### src/rtl/dcm_pll_ctrl_pkg.sv
// Shared types for the dcm_pll reset/lock sequencer.
// State values match the encodings used by status/debug readback.
package dcm_pll_ctrl_pkg;

    typedef enum logic [2:0] {
        ST_PLL_RST   = 3'd0,
        ST_WAIT_LOCK = 3'd1,
        ST_STABLE    = 3'd2,
        ST_RUN       = 3'd3,
        ST_FAULT     = 3'd4
    } state_e;

    // The PLL is held in reset while initialising and while parked in FAULT.
    function automatic logic holds_pll_rst(state_e s);
        return (s == ST_PLL_RST) || (s == ST_FAULT);
    endfunction

endpackage

### src/rtl/dcm_pll_lock_sync.sv
// Two-flop synchroniser for the asynchronous PLL lock indication.
module dcm_pll_lock_sync (
    input  logic clk,
    input  logic rst,
    input  logic d_i,
    output logic q_o
);

    logic [1:0] sync_q;

    always_ff @(posedge clk) begin
        if (rst) begin
            sync_q <= '0;
        end else begin
            sync_q <= {sync_q[0], d_i};
        end
    end

    assign q_o = sync_q[1];

endmodule

### src/rtl/dcm_pll_ctrl.sv
// Reset/lock sequencer for the dcm_pll clock generator: PLL reset, lock wait with
// bounded retries, stable-lock qualification and loss-of-lock recovery.
module dcm_pll_ctrl
    import dcm_pll_ctrl_pkg::*;
#(
    parameter int unsigned RST_CYCLES   = 16,
    parameter int unsigned LOCK_TIMEOUT = 65535,
    parameter int unsigned LOCK_STABLE  = 256,
    parameter int unsigned MAX_RETRY    = 7,
    parameter int unsigned CNT_W        = 16,
    parameter int unsigned RETRY_W      = 3
) (
    input  logic               clk,
    input  logic               rst,
    input  logic               pll_locked,
    input  logic               restart,
    output logic               pll_rst,
    output logic               sys_rst,
    output logic               ready,
    output logic               fault,
    output logic [RETRY_W-1:0] retry_cnt,
    output logic               lock_lost
);

    localparam logic [CNT_W-1:0]   RST_LAST    = CNT_W'(RST_CYCLES - 1);
    localparam logic [CNT_W-1:0]   TIMEOUT_LAST = CNT_W'(LOCK_TIMEOUT - 1);
    localparam logic [CNT_W-1:0]   STABLE_LAST = CNT_W'(LOCK_STABLE - 1);
    localparam logic [RETRY_W-1:0] RETRY_MAX   = RETRY_W'(MAX_RETRY);

    logic               lock_s;
    state_e             state_q, state_d;
    logic [CNT_W-1:0]   timer_q, timer_d;
    logic [RETRY_W-1:0] retry_q, retry_d;
    logic               lost_d;
    logic               pll_rst_q, sys_rst_q, ready_q, fault_q, lost_q;

    dcm_pll_lock_sync u_lock_sync (
        .clk (clk),
        .rst (rst),
        .d_i (pll_locked),
        .q_o (lock_s)
    );

    always_comb begin
        state_d = state_q;
        timer_d = timer_q;
        retry_d = retry_q;
        lost_d  = 1'b0;
        if (restart) begin
            state_d = ST_PLL_RST;
            timer_d = '0;
            retry_d = '0;
        end else begin
            unique case (state_q)
                ST_PLL_RST: begin
                    if (timer_q == RST_LAST) begin
                        state_d = ST_WAIT_LOCK;
                        timer_d = '0;
                    end else begin
                        timer_d = timer_q + 1'b1;
                    end
                end
                ST_WAIT_LOCK: begin
                    if (lock_s) begin
                        state_d = ST_STABLE;
                        timer_d = '0;
                    end else if (timer_q == TIMEOUT_LAST) begin
                        timer_d = '0;
                        if (retry_q == RETRY_MAX) begin
                            state_d = ST_FAULT;
                        end else begin
                            state_d = ST_PLL_RST;
                            retry_d = retry_q + 1'b1;
                        end
                    end else begin
                        timer_d = timer_q + 1'b1;
                    end
                end
                ST_STABLE: begin
                    // A lock drop here only requalifies; it does not count as a retry.
                    if (!lock_s) begin
                        state_d = ST_WAIT_LOCK;
                        timer_d = '0;
                    end else if (timer_q == STABLE_LAST) begin
                        state_d = ST_RUN;
                        timer_d = '0;
                    end else begin
                        timer_d = timer_q + 1'b1;
                    end
                end
                ST_RUN: begin
                    if (!lock_s) begin
                        state_d = ST_PLL_RST;
                        timer_d = '0;
                        retry_d = '0;
                        lost_d  = 1'b1;
                    end
                end
                ST_FAULT: ;
                default: begin
                    state_d = ST_PLL_RST;
                    timer_d = '0;
                end
            endcase
        end
    end

    // Outputs are decoded from the next state so they change on the transition edge.
    always_ff @(posedge clk) begin
        if (rst) begin
            state_q   <= ST_PLL_RST;
            timer_q   <= '0;
            retry_q   <= '0;
            pll_rst_q <= 1'b1;
            sys_rst_q <= 1'b1;
            ready_q   <= 1'b0;
            fault_q   <= 1'b0;
            lost_q    <= 1'b0;
        end else begin
            state_q   <= state_d;
            timer_q   <= timer_d;
            retry_q   <= retry_d;
            pll_rst_q <= holds_pll_rst(state_d);
            sys_rst_q <= (state_d != ST_RUN);
            ready_q   <= (state_d == ST_RUN);
            fault_q   <= (state_d == ST_FAULT);
            lost_q    <= lost_d;
        end
    end

    assign pll_rst   = pll_rst_q;
    assign sys_rst   = sys_rst_q;
    assign ready     = ready_q;
    assign fault     = fault_q;
    assign retry_cnt = retry_q;
    assign lock_lost = lost_q;

endmodule

### config.mk
export PLATFORM = sky130hd
export DESIGN_NAME = dcm_pll_ctrl
export DESIGN_NICKNAME = d
export VERILOG_FILES = /design/src/rtl/dcm_pll_ctrl_pkg.sv /design/src/rtl/dcm_pll_lock_sync.sv /design/src/rtl/dcm_pll_ctrl.sv
export SDC_FILE = /design/constraint.sdc
export NUM_CORES = 1
export LEC_CHECK = 0
export ABC_AREA = 1
export BUFFER_PORTS_ARGS = -buffer_cell sky130_fd_sc_hd__buf_4
export CAP_MARGIN = 20
export CORE_ASPECT_RATIO = 1.75
export CORE_UTILIZATION = 45
export DETAILED_ROUTE_END_ITERATION = 16
export PLACE_DENSITY = 0.65
export SYNTH_ARGS = -nofsm -noshare
export SYNTH_HDL_FRONTEND = slang
export SYNTH_SLANG_ARGS = --single-unit
export TNS_END_PERCENT = 10
### constraint.sdc
create_clock -name clk -period 2.23 [get_ports clk]
set_input_delay 0.3345 -clock clk [delete_from_list [all_inputs] [get_ports clk]]
set_output_delay 0.3345 -clock clk [all_outputs]
set_load 0.01 [all_outputs]
Yosys cells after proc, flatten, opt, wreduce, memory -nomap -nowiden
Index checks and enable logic that the tools add are counted.

Register bits: 29. Input port bits: 4. Output and inout port bits: 8. Logic and storage cells: 58.

Add/subtract/negate cells: 2. Equal/unequal tests: 15. Muxes and demuxes: 22. Bitwise operators: 2. Reductions and logical operators: 8.

Operators with widths (number): 16-bit two-way mux (6); 16-bit case mux with 5 select lines (1); 3-bit two-way mux (12); 16-bit by 1-bit adder with 16-bit output (second input constant) (1); 16-bit equality test (second input constant) (1); 16-bit by 4-bit equality test with 1-bit output (second input constant) (1); 16-bit by 8-bit equality test with 1-bit output (second input constant) (1); 3-bit case mux with 5 select lines (1); 3-bit by 2-bit equality test with 1-bit output (second input constant) (3); 3-bit equality test (second input constant) (3); 2-bit != test (second input constant) (4); 3-bit zero test (2); 3-bit case mux with 2 select lines (1); 5-bit AND reduction (1); 3-bit by 1-bit adder with 3-bit output (second input constant) (1); 3-bit by 1-bit equality test with 1-bit output (second input constant) (1); 3-bit by 2-bit != test with 1-bit output (second input constant) (1); 3-bit OR reduction (1); 1-bit NOT (2); 2-bit AND reduction (1); 2-bit nonzero test (1); 2-bit OR reduction (1); 1-bit logical OR (1); 1-bit two-way mux (1).

Longest topological paths before layout
Gate-level depths: netlist (run 1).

Depth after elaboration: 8. Gate-level depth with buffers: 12.

Hierarchy
A second synthesis (run 1) with hierarchy kept.

Cells, all modules: 221. Area total of the unflattened synthesis: 1554.0 µm².

By module, submodules not included: dcm_pll_ctrl (times used 1, cells an instance 215, area an instance 1498.9 µm², sequential area each 540.5 µm²); dcm_pll_lock_sync (times used 1, cells an instance 6, area an instance 55.1 µm², sequential area each 40.0 µm²).

Worst setup path after synthesis (run 1)
No wires, ideal clock.

Path type: register -> register. Start: reg timer_q[1]. End: reg timer_q[11]. Arrival time: 1347 ps. Slack: 766 ps. Cell stages (with the launch flop): 9. Path buffers: 0. Clock period less this slack: 1464 ps. Cells stage by stage: dfxtp_1 -> ha_1 -> nand3_2 -> nor2_2 -> nand2_1 -> nand3_1 -> nand4_4 -> nand2_2 -> nor2_1.

Cells in the longest elaborated chain, start to end: 4. Elaborated cells between the ends (all ways): 10. Those cells by class: add/sub (1); eq/ne (3); mux (6).

Ends and longest elaborated chain: start: declaration (line dcm_pll_ctrl.sv:32) `logic [CNT_W-1:0] timer_q, timer_d;`; start signal: assignment (line dcm_pll_ctrl.sv:121) `timer_q <= timer_d;`; 16-bit by 1-bit adder with 16-bit output (tied with other cells) (line dcm_pll_ctrl.sv:60, dcm_pll_ctrl.sv:76, dcm_pll_ctrl.sv:88); 16-bit two-way mux, on equally long branches (line dcm_pll_ctrl.sv:84, dcm_pll_ctrl.sv:67); 16-bit two-way mux, on equally long branches (line dcm_pll_ctrl.sv:81, dcm_pll_ctrl.sv:64); 16-bit case mux with 5 select lines (*) (line dcm_pll_ctrl.sv:54) `unique case (state_q)`.

Every way passes the cells marked *; elsewhere a longest branch is shown, timed or not. A chain may end at the register's enable or synchronous reset.

Worst setup path after layout (run 1)
Start: reg timer_q[0]. End: reg timer_q[11].

Same word-level chain as after synthesis.

==> impl_summary.md, run 1 <==
Synthesis
The unique cell type count in the Yosys netlist is 31. The number of standard cells after synthesis is 218. In this run the cell area of the synthesized design comes to 1550 sq um. The share of the Yosys chip area taken by registers is 0.376. The number of nets handed over by synthesis was 226. The register bit count reported by yosys is 29. The post-synthesis area per instance is 7.09 sq um. The number of warnings printed during yosys synthesis is 0.

Clock tree
The count of hold buffers inserted by post-cts repair is 0. The clock latency on the worst-skew pair is 0.28 ns. TritonCTS created 5 clock buffers. The TritonCTS clock tree is built. The post-CTS setup buffer count is 0. The cell sitting at the root of the clock tree is a sky130_fd_sc_hd__clkbuf_8. The H-tree was split into 2 levels.

The tree built by TritonCTS fans out to 29 sinks. The count of cells resized by post-cts repair is 0. The clock-pin slew of the registers on the worst-case setup and hold paths is 0.06 ns.

The buffer depth of the longest clock path is 2.

Global route
met2 is the most crowded layer. Across every metal layer, demand over resource in global routing totals 0.212. The first global-routing pass estimated 5.69 mm of wire. The met2 layer usage reported by global route is 0.394. The via count of the first global-routing pass was 1,395. The initial antenna violation count is 0. For this run, global-route usage on met3 was measured as 0.0566. The residual overflow from global routing is 0. For met1 alone, demand over resource in global routing was 0.196. Entering global routing, the biggest net connects 12 pins.

Timing
The clock period could shrink to 1.68 ns. The number of hold-slack violations in the final timing report is 0. Setup repair after global routing left no endpoint under its margin. The achievable clock frequency is 0.596 GHz. The part of the cycle the worst path needs is 0.752. For the pin with the worst max-slew slack, the measured transition is 0.325 ns. The worst-case setup margin in the final layout is 0.552 ns. The clock arrives with 0.00443 ns of skew. The final setup violation count is 0. The final number of max-transition violations is 0. The worst hold margin is 0.247 ns. The relative slew slack is 0.782. Setup total negative slack on the finished layout was measured at 0 ns.

Worst hold path
The beginning of the worst hold path is rst. The path class of the tightest hold or removal check is in -> reg.

Job
The tool flagged a number of max-cap violations equal to 0.

Placed design
The post-place setup slack is 0.586 ns. The congestion estimate from routability-driven global placement came to 0.851. Detailed placement ended at an HPWL of 2.57 mm.

The count of buffers inserted at the top-level ports is 11. The number of cells after detailed placement is 272. Summing all placed instances gives a cell area of 1680 sq um.

Detailed routing
The first detailed-routing pass took 4 iterations. The starting DRC count in detailed routing is 42. Dividing the detail-routed wire length by the instance count gives 11.6 um. The final routed DRC violation total is 0. In the routed layout, each cell is associated on average with a via count of 4.95.

The routed design has 3.26 mm of wire. Across all layers, the routed design uses 1,385 vias. In this run the remaining antenna-violating nets after routing total 0.

Floorplanning
The core region is 3210 sq um. Pin placement for this block handled 12 I/O pins. The floorplan has 27 rows. The initial core utilization is 0.481. The y dimension of the die is 79.5 um.

The overall die area is 3680 sq um. The die is 46.3 um wide.

Layout
The fraction of layout instances using a drive strength above 1 is 0.165. After filler insertion, the fill cell instance count of the layout stands at 335. Summing all non-filler instances in the final layout gives an area of 1760 sq um. The finished layout holds 280 standard cells, fillers aside. The most frequent standard cell in the layout excluding fill and tap cells is sky130_fd_sc_hd__nand2_1.

Leaving out fill and tap cells, the most frequent cells in the layout are 45 x sky130_fd_sc_hd__nand2_1, 34 x sky130_fd_sc_hd__inv_1, 30 x sky130_fd_sc_hd__nor2_1. The antenna cell count is 0. The post-synthesis to final-layout area growth is 13.8%. Measured on the finished design, the core utilization comes to 0.548. The layout net count is 244.

Critical path
In this run the critical register-to-register path is launched from timer_q[0]. The critical path class is reg -> reg. The sort of element at the end of the critical path is a flip-flop.

STA classifies the critical path startpoint as a flip-flop. The startpoint of the most critical setup path is timer_q[0]. The endpoint required time on the critical path is 2.40 ns.

Of all nets on the critical path, the largest fanout is 9. The worst endpoint data arrival time is 1.85 ns.

Power and ir drop
The areal power density over the cells is 542 nW/um^2. Of the total power, the share spent switching nets is 0.211. The leakage power summed over all cells is 0.747 nW.

The share of total power dissipated in combinational logic is 0.026. The part of the power in registers is 0.551. The analysis attributes to net switching a power of 0.200 mW.

The peak ir drop on the vdd network is 0.000312 V. The proportion of power drawn by the clock network is 0.423. The internal power consumption is 0.752 mW.

Summing internal, switching and leakage power gives 0.952 mW.

Run status
The run finished with clean final reports.
-- Yosys cell counts --
cell type,instances,area [sq um]
sky130_fd_sc_hd__nand2_1,45,169
sky130_fd_sc_hd__inv_1,34,128
sky130_fd_sc_hd__nor2_1,30,113
sky130_fd_sc_hd__dfxtp_1,29,581
sky130_fd_sc_hd__nand3_1,14,70.1
sky130_fd_sc_hd__a21oi_1,9,45.0
sky130_fd_sc_hd__o21ai_0,6,30.0
sky130_fd_sc_hd__nand4_1,5,31.3
sky130_fd_sc_hd__nor2_2,5,31.3
sky130_fd_sc_hd__ha_1,4,50.1
sky130_fd_sc_hd__inv_2,4,15.0
sky130_fd_sc_hd__nor3_1,4,20.0
sky130_fd_sc_hd__o21ai_1,4,20.0
sky130_fd_sc_hd__xor2_1,4,35.0
sky130_fd_sc_hd__nand2_2,2,12.5
sky130_fd_sc_hd__nand2_4,2,22.5
sky130_fd_sc_hd__nand3_2,2,20.0
sky130_fd_sc_hd__o211ai_1,2,15.0
sky130_fd_sc_hd__a21o_1,1,7.51
sky130_fd_sc_hd__a21oi_4,1,16.3
sky130_fd_sc_hd__buf_6,1,11.3
sky130_fd_sc_hd__inv_4,1,6.26
sky130_fd_sc_hd__nand4_4,1,21.3
sky130_fd_sc_hd__nor2_4,1,11.3
sky130_fd_sc_hd__nor3_2,1,10.0
sky130_fd_sc_hd__nor3_4,1,16.3
sky130_fd_sc_hd__nor3b_1,1,7.51
sky130_fd_sc_hd__nor4_1,1,6.26
sky130_fd_sc_hd__o21ai_2,1,8.76
sky130_fd_sc_hd__o21bai_1,1,7.51
sky130_fd_sc_hd__o31ai_1,1,7.51
-- cell families after synthesis --
family | Yosys count | synth area share
AND/OR/NAND/NOR | 115 | 0.364
buffers and inverters | 40 | 0.104
flip-flops | 29 | 0.376
AO/OA/AOI/OAI | 26 | 0.102
XOR/XNOR | 4 | 0.0227
adder cells (fa/ha/maj) | 4 | 0.0324
-- worst paths after layout --
kind / slack [ns] / cells after the start / endpoint
hold / removal: 0.25 / 2 / u_lock_sync.sync_q[1]
setup reg to reg: 0.55 / 8 / timer_q[11]
hold reg to reg: 0.41 / 2 / u_lock_sync.sync_q[1]
setup / recovery: 0.55 / 8 / timer_q[11]
-- per-layer routing --
| metal | vias to the layer above | share of wire | routed length (um) |
|---|---|---|---|
| li1 | 723 | - | - |
| met1 | 633 | 0.38 | 1250 |
| met2 | 22 | 0.56 | 1830 |
| met3 | 7 | 0.028 | 90 |
| met4 | 0 | 0.025 | 83 |
| met5 | - | 0 | 0 |
-- registers in the layout, summed over array words and instances (netlist names) --
signal,cells
ready,1
fault,1
sys_rst,1
timer_q,16
u_lock_sync.sync_q,2
state_q,3
lock_lost,1
pll_rst,1
retry_cnt,3
-- final cells by class --
class,count,area (sq um),area share
Multi-Input combinational cell,149,805,0.458
Tap cell,43,53.8,0.0306
Timing Repair Buffer,12,90.1,0.0512
Clock buffer,8,80.1,0.0456
Inverter,39,149,0.0847
Sequential cell,29,581,0.330
-- power groups by stage --
stage / sequential [mW] / combinational [mW] / clock, mW
6_report: 0.525 / 0.0245 / 0.403
5_1_grt: 0.525 / 0.0273 / 0.440
4_1_cts: 0.525 / 0.0247 / 0.411
3_5_place_dp: 0.536 / 0.0246 / 0
3_3_place_gp: 0.536 / 0.0241 / 0
2_1_floorplan: 0.536 / 0.0130 / 0
-- worst max-delay path, cell delays in order (launching register included) --
cell,delay [ns]
sky130_fd_sc_hd__dfxtp_1,0.38
sky130_fd_sc_hd__ha_1,0.21
sky130_fd_sc_hd__nand3_2,0.14
sky130_fd_sc_hd__nor2_2,0.19
sky130_fd_sc_hd__nand2_1,0.09
sky130_fd_sc_hd__nand3_1,0.14
sky130_fd_sc_hd__nand4_4,0.18
sky130_fd_sc_hd__nand2_2,0.19
sky130_fd_sc_hd__nor2_1,0.06
Note: power is estimated with default switching activity, not from simulation.
==> run 2: changes to the inputs <==
- clock period: 2.23 -> 1.6 ns (I/O delays scaled with it)
==> run 2 against run 1 <==
Net effect: setup slack got worse by 0.48 ns; clock power rose by 43%; sequential power up 39%; via count rose by 5.6%; non-clock buffer count is 13 higher; hold slack lost 0.11 ns; sequential share of layout area fell by 2.8 points; combinational power grew 56%; wire length increased by 11%.
==> impl_summary.md, run 2 (same netlist as run 1, synthesis figures left out) <==
Floorplanning
The count of boundary I/O pins is 12 (unchanged). The number of rows created at floorplan was 27 (unchanged). The initial core utilization is 0.481 (unchanged). The overall die area is 3680 sq um (unchanged). The core footprint is 3210 sq um (unchanged). The y dimension of the die is 79.5 um (unchanged). The horizontal extent of the die is 46.3 um (unchanged).

Job
The number of violations of the max-capacitance limit is 0 (unchanged).

Detailed routing
The detailed-route vias per instance came to 4.98 (+0.60%). The residual antenna-violating net count after detailed routing is 0 (unchanged). The per-cell routed wire length is 12.3 um (+5.3%). The final routed DRC violation total is 0 (unchanged). The total number of vias is 1,463 (+5.6%).

The wire length after detailed routing is 3.60 mm (+11%). The number of optimization iterations in the first detailed-route pass was 4 (unchanged). The starting DRC count in detailed routing was 38 (-9.5%).

Global route
The via count of the first global-routing pass is 1,441 (+3.3%). The pin count of the biggest net entering global routing is 12 (unchanged). The residual overflow from global routing is 0 (unchanged). The wire length of the first global-routing pass is 5.95 mm (+4.7%).

The global-route total usage across every layer is 0.223 (+0.0114). The initial antenna violation count is 0 (unchanged).

Clock tree
The buffer depth of the longest clock path is 2 (unchanged). The clock-pin slew of the registers on the worst-case setup and hold paths is 0.06 ns (about the same). The total CTS buffers came to 5 (unchanged). The count of hold buffers inserted by post-cts repair is 0 (unchanged). TritonCTS built the clock tree. The library cell used as clock root buffer is sky130_fd_sc_hd__clkbuf_8. The H-tree level count came to 2 (unchanged). The clock latency on the worst-skew pair is 0.28 ns (about the same). The CTS sink count is 29 (unchanged).

Timing
Setup repair after global routing could not meet its margin everywhere. The final number of max-transition violations is 0 (unchanged). The time the worst path needs with I/O delays and setup is 1.53 ns (-0.149 ns).

The part of the cycle the worst path needs is 0.956 (+0.203). The final setup skew was 0.00461 ns (+0.000182 ns). The slew at the pin closest to its max-slew limit is 0.364 ns (+0.0393 ns). The relative slew slack is 0.755 (-0.0266). The number of hold-slack violations in the final timing report is 0 (unchanged).

The achievable clock frequency is 0.654 GHz (+9.7%). The final setup violation count was 0 (unchanged). The setup TNS came to 0 ns (unchanged).

Critical path
The largest individual stage delay along the critical path comes from the cell sky130_fd_sc_hd__o31ai_1. The critical path class is reg -> reg. The largest fanout of any net on the critical path is 5 (-4). The critical path goes through ha_2, nand3_4, o31ai_1, inv_1, nand2_1, nand3_1, nand2_1, inv_1.

The worst endpoint data arrival time came to 1.72 ns (-0.13 ns). The longest individual stage delay on the worst path is 0.40 ns (+0.02 ns). The sort of element at the end of the critical path is a flip-flop.

The endpoint required time on the critical path came to 1.79 ns (-0.61 ns). The element type at the critical path start is a flip-flop.

Placed design
The HPWL after detailed placement is 2.68 mm (+4.2%). The final RePlAce weighted congestion is 0.819 (-3.8%). The post-place instance area is 1750 sq um (+4.0%). The count of buffers inserted at the top-level ports came to 11 (unchanged).

Layout
The post-route cell area is 1970 sq um (+12%). The core utilization of the finished layout is 0.615 (+0.0671). The most frequent standard cell in the layout excluding fill and tap cells is sky130_fd_sc_hd__nand2_1. In the layout the commonest cells are 40 x sky130_fd_sc_hd__nand2_1, 33 x sky130_fd_sc_hd__inv_1, 25 x sky130_fd_sc_hd__buf_4.

The register bank with the most flops is timer_q. The layout net count is 258 (+5.7%). Compared with the post-synthesis result, the final layout area differs by 27.7%.

The fraction of layout instances using a drive strength above 1 is 0.311 (+0.146). The antenna cell count was 0 (unchanged). The number of flip-flops under the largest register name is 16 (unchanged).

Power and ir drop
The peak ir drop on the vdd network is 0.000402 V (+29%). The leakage power summed over all cells is 0.825 nW (+11%). The areal power density over the cells is 681 nW/um^2 (+26%). The post-layout total power is 1.34 mW (+41%).

Worst hold path
The min-delay analysis places its worst path in the category in -> reg.

Run status
The flow ran to the end, and the final reports show no timing, DRC or antenna violations.
==> run 2: cell types whose count changed in the layout (fill, tap and decap cells not counted), moves of 4 or more <==
cell / delta
sky130_fd_sc_hd__buf_4: +13
sky130_fd_sc_hd__nand2_1: -5
sky130_fd_sc_hd__dfxtp_1: -6
sky130_fd_sc_hd__nor2_1: -7
sky130_fd_sc_hd__nor2_4: +4
sky130_fd_sc_hd__nand2_2: +4
==> run 2: final timing paths <==
check,from,to,slack [ns],cells after the start
max,timer_q[1],timer_q[14],0.07,8
min,rst,state_q[0],0.14,2
max reg2reg,timer_q[1],timer_q[14],0.07,8
min reg2reg,u_lock_sync.sync_q[0],u_lock_sync.sync_q[1],0.41,2
==> run 2: metrics by stage <==
step | setup WS, ns | hold slack, ns | std cells
floorplan | 0.136 | 0.311 | 218
global placement | 0.00542 | 0.403 | 281
detailed placement | -0.0219 | 0.400 | 281
CTS | -0.00109 | 0.143 | 290
global route | -0.0158 | 0.151 | 294
finish | 0.0710 | 0.138 | 294
==> run 2: report_power, final <==
group / internal [mW] / switching [mW]
Clock: 0.300 / 0.277
Sequential: 0.723 / 0.00478
Combinational: 0.0152 / 0.0231
Total: 1.04 / 0.304
==> run 2: per-layer routing <==
layer | share of wire | track usage | up-vias | wire length, um
li1 | - | - | 758 | -
met1 | 0.37 | 0.209 | 666 | 1320
met2 | 0.56 | 0.411 | 23 | 2020
met3 | 0.022 | 0.0452 | 16 | 80
met4 | 0.049 | 0.126 | 0 | 176
met5 | 0 | 0 | - | 0
==> run 2: worst max-delay path, delay by kind of cell, from the launching register on <==
family,cells,cell delay (ns)
compound gates,1,0.40
simple gates,4,0.36
flops,1,0.36
fa+ha+maj,1,0.21
buf+inv,2,0.12
==> run 2: area by class of cell <==
type,count,area (sq um)
clock inverters,2,10.0
inverters,39,149
well taps,43,53.8
clock buffers,6,72.6
repair buffers,25,188
flip-flops and latches,29,596
fillers,296,1240
multi-input cells,150,905
==> run 2: timing repair <==
| item | 4_1_cts | 5_1_grt |
|---|---|---|
| resized for setup | 5 | 28 |
| pin swaps | 0 | 10 |
| gates cloned | 1 | 0 |
| setup buffers | 0 | 4 |
| setup endpoints to repair | 9 | 22 |
